<file path="src/rtl/pipe_ctrl_pkg.sv">
// Shared pipeline-control definitions.
//   - state_t: hazard sequencer state encoding (RUN / MUL).
//   - MUL_CNT_W: width of the multiply countdown. It covers MUL_LAT up to 16,
//     because the counter starts at MUL_LAT-2.
//   - WB_NOP / MEM_NOP: all-zero control vectors. ID/EX and EX/MEM load these
//     when they are bubbled.
package pipe_ctrl_pkg;

  typedef enum logic {
    ST_RUN = 1'b0,
    ST_MUL = 1'b1
  } state_t;

  localparam int MUL_CNT_W = 4;

  localparam logic [1:0] WB_NOP  = 2'b00;
  localparam logic [2:0] MEM_NOP = 3'b000;

endpackage

</file>
<file path="src/rtl/hazard_detect.sv">
// Load-use hazard compare (purely combinational).
// Ports:
//   MemRead_EX  in  instr in EX is a load
//   WN_EX       in  destination register of the instr in EX
//   rs_ID       in  rs of the instr in ID
//   rt_ID       in  rt of the instr in ID
//   use_rt_ID   in  instr in ID actually reads rt
//   load_use    out the load result is needed in ID next cycle
module hazard_detect (
  input  logic       MemRead_EX,
  input  logic [4:0] WN_EX,
  input  logic [4:0] rs_ID,
  input  logic [4:0] rt_ID,
  input  logic       use_rt_ID,
  output logic       load_use
);

  // Register $zero never carries a real dependency, so it cannot cause a stall.
  assign load_use = MemRead_EX && (WN_EX != 5'd0) &&
                    ((WN_EX == rs_ID) || (use_rt_ID && (WN_EX == rt_ID)));

endmodule

</file>
<file path="src/rtl/pipe_hazard_ctrl.sv">
// Stall/flush sequencer for the 5-stage pipeline.
// It drives the write-enables and bubble controls of the PC, IF/ID, ID/EX and
// EX/MEM registers. It resolves load-use stalls and taken-branch flushes, and
// it sequences a multi-cycle multiply in EX. It also keeps a saturating count
// of the cycles in which the PC was held.
// Parameters:
//   MUL_LAT  cycles a multiply occupies EX (2..16)
//   CNT_W    width of stall_cycles
// Ports:
//   clk, reset                      clock, synchronous active-high reset
//   MemRead_EX, WN_EX               load in EX and its destination register
//   rs_ID, rt_ID, use_rt_ID         source registers of the instr in ID
//   branch_taken_EX, mul_start_EX   EX events
//   PC_Write, IFID_Write, IDEX_Write  register write-enables
//   IFID_Flush, IDEX_Bubble, EXMEM_Bubble  NOP injection controls
//   mul_busy, mul_done              multiply status
//   stall_cycles                    saturating count of PC_Write==0 cycles
module pipe_hazard_ctrl
  import pipe_ctrl_pkg::*;
#(
  parameter int MUL_LAT = 4,
  parameter int CNT_W   = 16
) (
  input  logic             clk,
  input  logic             reset,
  input  logic             MemRead_EX,
  input  logic [4:0]       WN_EX,
  input  logic [4:0]       rs_ID,
  input  logic [4:0]       rt_ID,
  input  logic             use_rt_ID,
  input  logic             branch_taken_EX,
  input  logic             mul_start_EX,
  output logic             PC_Write,
  output logic             IFID_Write,
  output logic             IFID_Flush,
  output logic             IDEX_Write,
  output logic             IDEX_Bubble,
  output logic             EXMEM_Bubble,
  output logic             mul_busy,
  output logic             mul_done,
  output logic [CNT_W-1:0] stall_cycles
);

  // The first stalled multiply cycle is spent in RUN, and the last (done)
  // cycle is the MUL cycle with cnt==0. So the countdown starts at MUL_LAT-2.
  localparam logic [MUL_CNT_W-1:0] CNT_INIT = MUL_CNT_W'(MUL_LAT - 2);
  localparam logic [MUL_CNT_W-1:0] CNT_ONE  = MUL_CNT_W'(1);
  localparam logic [CNT_W-1:0]     STAT_ONE = CNT_W'(1);

  state_t               state, state_nxt;
  logic [MUL_CNT_W-1:0] cnt, cnt_nxt;
  logic                 load_use;

  function automatic logic [CNT_W-1:0] sat_inc(input logic [CNT_W-1:0] v);
    return (&v) ? v : v + STAT_ONE;
  endfunction

  hazard_detect u_hazard_detect (
    .MemRead_EX (MemRead_EX),
    .WN_EX      (WN_EX),
    .rs_ID      (rs_ID),
    .rt_ID      (rt_ID),
    .use_rt_ID  (use_rt_ID),
    .load_use   (load_use)
  );

  // Next state and priority mux: multiply > taken branch > load-use.
  // While reset is high, every output keeps its default value.
  always_comb begin
    state_nxt    = state;
    cnt_nxt      = cnt;
    PC_Write     = 1'b1;
    IFID_Write   = 1'b1;
    IFID_Flush   = 1'b0;
    IDEX_Write   = 1'b1;
    IDEX_Bubble  = 1'b0;
    EXMEM_Bubble = 1'b0;
    mul_busy     = 1'b0;
    mul_done     = 1'b0;
    if (!reset) begin
      case (state)
        ST_RUN: begin
          if (mul_start_EX) begin
            PC_Write     = 1'b0;
            IFID_Write   = 1'b0;
            IDEX_Write   = 1'b0;
            EXMEM_Bubble = 1'b1;
            mul_busy     = 1'b1;
            cnt_nxt      = CNT_INIT;
            state_nxt    = ST_MUL;
          end else if (branch_taken_EX) begin
            IFID_Flush  = 1'b1;
            IDEX_Bubble = 1'b1;
          end else if (load_use) begin
            PC_Write    = 1'b0;
            IFID_Write  = 1'b0;
            IDEX_Bubble = 1'b1;
          end
        end
        ST_MUL: begin
          // Branch and load-use are not evaluated here. mul_start_EX is still
          // high in the done cycle and must not restart the multiply.
          if (cnt != '0) begin
            PC_Write     = 1'b0;
            IFID_Write   = 1'b0;
            IDEX_Write   = 1'b0;
            EXMEM_Bubble = 1'b1;
            mul_busy     = 1'b1;
            cnt_nxt      = cnt - CNT_ONE;
          end else begin
            mul_done  = 1'b1;
            state_nxt = ST_RUN;
          end
        end
        default: state_nxt = ST_RUN;
      endcase
    end
  end

  // State register and statistics counter.
  always_ff @(posedge clk) begin
    if (reset) begin
      state        <= ST_RUN;
      cnt          <= '0;
      stall_cycles <= '0;
    end else begin
      state <= state_nxt;
      cnt   <= cnt_nxt;
      if (!PC_Write) stall_cycles <= sat_inc(stall_cycles);
    end
  end

endmodule
</file>
<file path="config.mk">
export PLATFORM = sky130hd
export DESIGN_NAME = pipe_hazard_ctrl
export DESIGN_NICKNAME = d
export VERILOG_FILES = /design/src/rtl/pipe_ctrl_pkg.sv /design/src/rtl/hazard_detect.sv /design/src/rtl/pipe_hazard_ctrl.sv
export SDC_FILE = /design/constraint.sdc
export NUM_CORES = 1
export LEC_CHECK = 0
export ABC_AREA = 1
export ABC_CLOCK_PERIOD_IN_PS = 2900
export CAP_MARGIN = 10
export CORE_ASPECT_RATIO = 1.75
export CORE_MARGIN = 2
export CORE_UTILIZATION = 37
export DETAILED_ROUTE_END_ITERATION = 12
export PLACE_DENSITY = 0.66
export SYNTH_ARGS = -nofsm -noshare
export SYNTH_HDL_FRONTEND = slang
export SYNTH_SLANG_ARGS = --single-unit
export TNS_END_PERCENT = 30
</file>
<file path="constraint.sdc">
create_clock -name clk -period 2.9 [get_ports clk]
set_clock_uncertainty 0.05 [all_clocks]
set_input_delay 0.58 -clock clk [delete_from_list [all_inputs] [get_ports clk]]
set_output_delay 0.58 -clock clk [all_outputs]
set_load 0.05 [all_outputs]
</file>
* Word-level counts from Yosys, hierarchy flattened
Index checks and enable logic that the tools add are counted. Widths: inputs -> output; s select.
Storage, ports and cells: memories 0, latch bits 0, input bits 21, output and inout bits 24, bits in read-only memories 0, logic and storage cells 48, memory bits (writable) 0, flip-flop bits (word level) 21
Operators by class: shift operators 0, equal/unequal tests 4, reduce and logical (&&, ||, !) cells 9, bitwise operators 3, $lt $le $gt $ge 0, mux-type cells 27, $add $sub $neg 2, div/mod/pow operators 0, $mul 0
Operators by type and width (number):
- $mux 1 | 21
- $add 16x1->16 const B | 1
- $reduce_and 16->1 | 1
- $eq 5x5->1 | 2
- $mux 4 | 2
- $pmux 4 s2 | 1
- $pmux 1 s2 | 3
- $reduce_bool 5->1 | 1
- $reduce_and 2->1 | 2
- $reduce_bool 4->1 | 1
- $sub 4x1->4 const B | 1
- $logic_and 1x1->1 | 3
- $not 1->1 | 3
- $ne 2x1->1 const B | 1
- $ne 2x2->1 const B | 1
- $logic_or 1x1->1 | 1

* Longest topological paths before layout
depth in word-level cells 11, depth in mapped cells 12

* Hierarchy
Synthesis repeated with hierarchy kept, for this count alone.
Unflattened totals: cells, all modules 263, area total of the unflattened synthesis 1514.0 µm²
By module, submodules not included:
- pipe_hazard_ctrl | cells an instance 211, instances 1, area each 1307.5 µm²
- hazard_detect | cells an instance 52, instances 1, area each 206.4 µm²

* Worst setup path after synthesis
Ideal clock, no wire load.
path type flip-flop to output port, start point register cnt[0], end point output port PC_Write, data arrival time 2417 ps, data required time 2270 ps, setup slack -147 ps, buffers on the path 2, stages on the path, launching flop included 11, path through dfxtp_1 > inv_1 > ha_1 > nand4_2 > nand2_2 > nor2_2 > inv_2 > nand2_4 > buf_4 > inv_1 > buf_4
Between the ends: longest elaborated chain between the ends 4
Ends and longest elaborated chain:
- start, declared | line pipe_hazard_ctrl.sv:51 | logic [MUL_CNT_W-1:0] cnt, cnt_nxt;
- start signal, assigned | line pipe_hazard_ctrl.sv:128 | cnt <= cnt_nxt;
- $reduce_bool 4->1 | line pipe_hazard_ctrl.sv:103 | if (cnt != '0) begin
- $mux 1
- $pmux 1 s2
- $mux 1
- end, declared | line pipe_hazard_ctrl.sv:33 | output logic PC_Write,
Every way passes these cells.

* Worst setup path after layout
start point input port WN_EX[4], end point output port IDEX_Bubble
Between the ends: longest elaborated chain between the ends 9, elaborated cells between the ends (all ways) 12, those cells by class eq/ne: 2; mux: 5; reduce/logical: 5
Ends and longest elaborated chain:
- start, declared | line pipe_hazard_ctrl.sv:27 | input logic [4:0] WN_EX,
- $eq 5x5->1 | line hazard_detect.sv:20 | ((WN_EX == rs_ID) || (use_rt_ID && (WN_EX == rt_ID)));
- $logic_and 1x1->1 | line hazard_detect.sv:20
- $logic_or 1x1->1 | line hazard_detect.sv:20
- $logic_and 1x1->1 (*) | line hazard_detect.sv:19 | assign load_use = MemRead_EX && (WN_EX != 5'd0) &&
- $mux 1 (*) | line pipe_hazard_ctrl.sv:94 | end else if (load_use) begin
- $mux 1 (*) | line pipe_hazard_ctrl.sv:91 | end else if (branch_taken_EX) begin
- $mux 1 (*) | line pipe_hazard_ctrl.sv:83 | if (mul_start_EX) begin
- $mux 1 (*) | line pipe_hazard_ctrl.sv:81 | case (state)
- $mux 1 (*) | line pipe_hazard_ctrl.sv:80 | if (!reset) begin
- end, declared | line pipe_hazard_ctrl.sv:37 | output logic IDEX_Bubble,
Every way passes the cells marked *; elsewhere a longest branch is shown, timed or not.

==> key figures <==
Die
  • Core footprint: 3900 sq um
  • Chip Width: 52.3 microns
  • Io pins: 45
  • DIE AREA: 4640 sq um
  • Die span in y: 88.6 microns
  • Starting density of the core: 0.388
  • Rows: 30

Finish
  • Ant diodes: 0
  • Layout cells sized above 1: 0.156
  • Final non-filler cell total: 324
  • Fillers: 396
  • Area Growth Syn to Fin: 40.1%
  • Register area: 420 sq um
  • Multi-input logic area: 926 sq um
  • Nets: 301

Synth
  • Unique masters post-synth: 27
  • Flops & latches, synth: 21
  • Area leader, netlist: dfxtp_1
  • Largest cells by area after synthesis: dfxtp_1 (28%), nand2_1 (15%), nand3_1 (8.6%), inv_1 (6.5%), nor2_1 (6.2%)
  • Sequential element share of the synthesized area: 0.278
  • Cell count after synthesis: 232
  • Yosys warnings: 0
  • Area share of the largest cell type after synthesis: 0.278
  • Synthesized net count: 256
  • Post-Synthesis Cell Area: 1510 sq um
  • Mean post-synth cell area: 6.52 sq um

Min path
  • Hold Path Stages: 2
  • HP Start: cnt[0]
  • Hold worst-path end: cnt[0]
  • Hold WC Path Type: flop to flop

Power and ir drop
  • Worst vdd ir: 0.000254 V
  • P_leak: 0.865 nW
  • Power per cell area: 355 nW/um^2

Flow run
  • Max_cap viols: 0

Timing
  • Crit share post-route: 0.962
  • Slew headroom: 0.660
  • Setup TNS: 0 ns
  • Final Max Tran Viols: 0
  • PnR worst setup slack: 0.109 ns
  • Worst Tran Pin Value: 0.509 ns
  • Setup violations, final: 0
  • Tmin final: 2.79 ns
  • Final hold violation count: 0
  • Max Fclk: 358 MHz
  • RSZ-0062 raised after global routing: no

Setup path
  • WS Path Type: input pin to output pin
  • Critical Path RT: 2.27 ns
  • Worst Path Arrival: 2.16 ns
  • Crit path capture type: output pin
  • Critical path peak fanout: 3
  • Worst r2r src: cnt[0]
  • R2R depth: 11
  • RR Endpoint: stall_cycles[8]
  • Critical path launch point type: input pin
  • Flop-to-flop setup slack: 0.90 ns

Route
  • Routed vias: 1554
  • Met2 routed WL: 1960 microns
  • Routed length on met3: 186 microns
  • DR top layer: met4
  • Metal-1 WL: 1390 microns
  • Final wirelength: 3610 microns
  • Avg WL per Cell: 11.1 microns
  • ANT nets after route: 0
  • Residual DRC: 0
  • DR iter-0 viols: 25
  • DR vias/cell: 4.80
  • Drt pass-1 iters: 4

GRT
  • Number of global-route vias before repair: 1464
  • Total GRT Usage: 0.170
  • Largest net degree at the start of global routing: 19
  • GR Overflow Total: 0
  • Antenna violations before repair: 0
  • Global-route wire length before repair: 6030 microns

Placed design
  • Port Buffers: 44
  • Gp weighted congestion: 0.797
  • Inst Count DP: 320
  • Setup WS pre-CTS: 0.109 ns
  • Hpwl dp: 2850 microns

Clock tree
  • TritonCTS clock tree: yes
  • Clock root buffer: clkbuf_8
  • # hold bufs at CTS: 0
  • H-tree depth: 1
  • Clk_lat worst skew: 0.27 ns
  • Clock buffer depth: 2
  • Clock transition at path regs: 0.08 ns
  • Number of CTS-inserted buffers: 3
  • Post-CTS sizing: 0
  • Setup bufs post-CTS: 0
  • Sink Count: 21

Outcome
  • Outcome: complete, no violations
## how the worst max path moves through the flow
stage,to,depth (start not counted),start,slack [ns]
3_3_place_gp,IDEX_Bubble,10,WN_EX[4],0.15
3_5_place_dp,IDEX_Bubble,10,WN_EX[4],0.11
2_1_floorplan,PC_Write,7,reset,0.06
5_1_grt,IDEX_Bubble,10,WN_EX[4],0.03
6_report,IDEX_Bubble,10,WN_EX[4],0.11
4_1_cts,IDEX_Bubble,10,WN_EX[4],0.11
## synthesized netlist by cell type
cell type / instances
buf_4: 3
a21oi_1: 8
nand3_2: 2
nor2_2: 2
xnor2_1: 6
nor3b_1: 1
nand4_1: 2
nor3_1: 7
nor2_4: 2
buf_6: 1
a31oi_1: 1
nor2_1: 25
inv_2: 7
nand3_1: 26
ha_1: 3
and3_1: 1
a21oi_2: 9
dfxtp_1: 21
nand4_2: 1
nand2_2: 2
clkbuf_1: 1
nand2_1: 59
xor2_1: 8
o21ai_0: 3
nand2_4: 3
buf_2: 2
inv_1: 26
## layout by cell type, fill, tap and decap left out
master and instances:
nand2_1 59, nor2_2 1, o21ai_0 3, and3_1 1, nor2_1 25, inv_1 26, xnor2_1 6, nor3_1 7
ha_1 3, nand3_2 2, buf_12 8, nand2_4 3, nand3_1 26, inv_2 7, a21oi_1 8, clkinv_2 1
nand4_1 2, a31oi_1 1, clkbuf_8 3, buf_4 3, a21oi_2 9, nand2_2 2, nand4_2 1, dfxtp_1 21
nor2_4 3, nor3b_1 1, xor2_1 8, clkdlybuf4s50_1 36
## cells by family (layout without fill, tap and decap cells)
kind of cell,after synthesis,after routing,synth area share
adder cells (fa/ha/maj),3,3,0.0248
AND/OR/NAND/NOR,133,133,0.410
XOR/XNOR,14,14,0.0811
buffers and inverters,40,84,0.113
AO/OA/AOI/OAI,21,21,0.0926
flip-flops,21,21,0.278
## area by class of cell
type / count / area share
multi-input combinational: 171 / 0.437
timing repair buffer: 47 / 0.256
sequential: 21 / 0.198
inverter: 33 / 0.0584
tap: 48 / 0.0283
clock buffer: 3 / 0.0195
clock inverter: 1 / 0.00236
## power breakdown
part | switching [mW] | internal (mW) | leakage, nW
Sequential | 0.00897 | 0.299 | 0.170
Clock | 0.106 | 0.0960 | 0.0255
Combinational | 0.139 | 0.103 | 0.669
Total | 0.254 | 0.498 | 0.865
## flip-flops by register name, summed over array words and instances (netlist names)
register and flops:
state 1, stall_cycles 16, cnt 4
## layer usage
metal  up-vias  GRT usage
met1       684      0.175
met5         -          0
met3         7     0.0304
met2        46      0.326
li1        817          -
met4         0     0.0653
## metrics by stage
step | hold WS [ns] | power, mW | instance area (sq um) | utilization
floorplan | 0.391 | 0.459 | 1520 | -
global placement | 0.399 | 0.556 | 2070 | 0.531
detailed placement | 0.409 | 0.558 | 2070 | 0.531
CTS | 0.421 | 0.761 | 2120 | 0.543
global route | 0.442 | 0.791 | 2120 | 0.543
finish | 0.418 | 0.752 | 2120 | 0.543
## critical path, stage by stage
cell and delay [ns]:
clkdlybuf4s50_1 0.52, inv_2 0.07, nand2_1 0.05, nand2_1 0.05, nor2_1 0.16, nand3_1 0.09, nand2_1 0.10, a21oi_1 0.07
nor3_1 0.28, buf_12 0.19
Power figures use the tool's default switching activity.
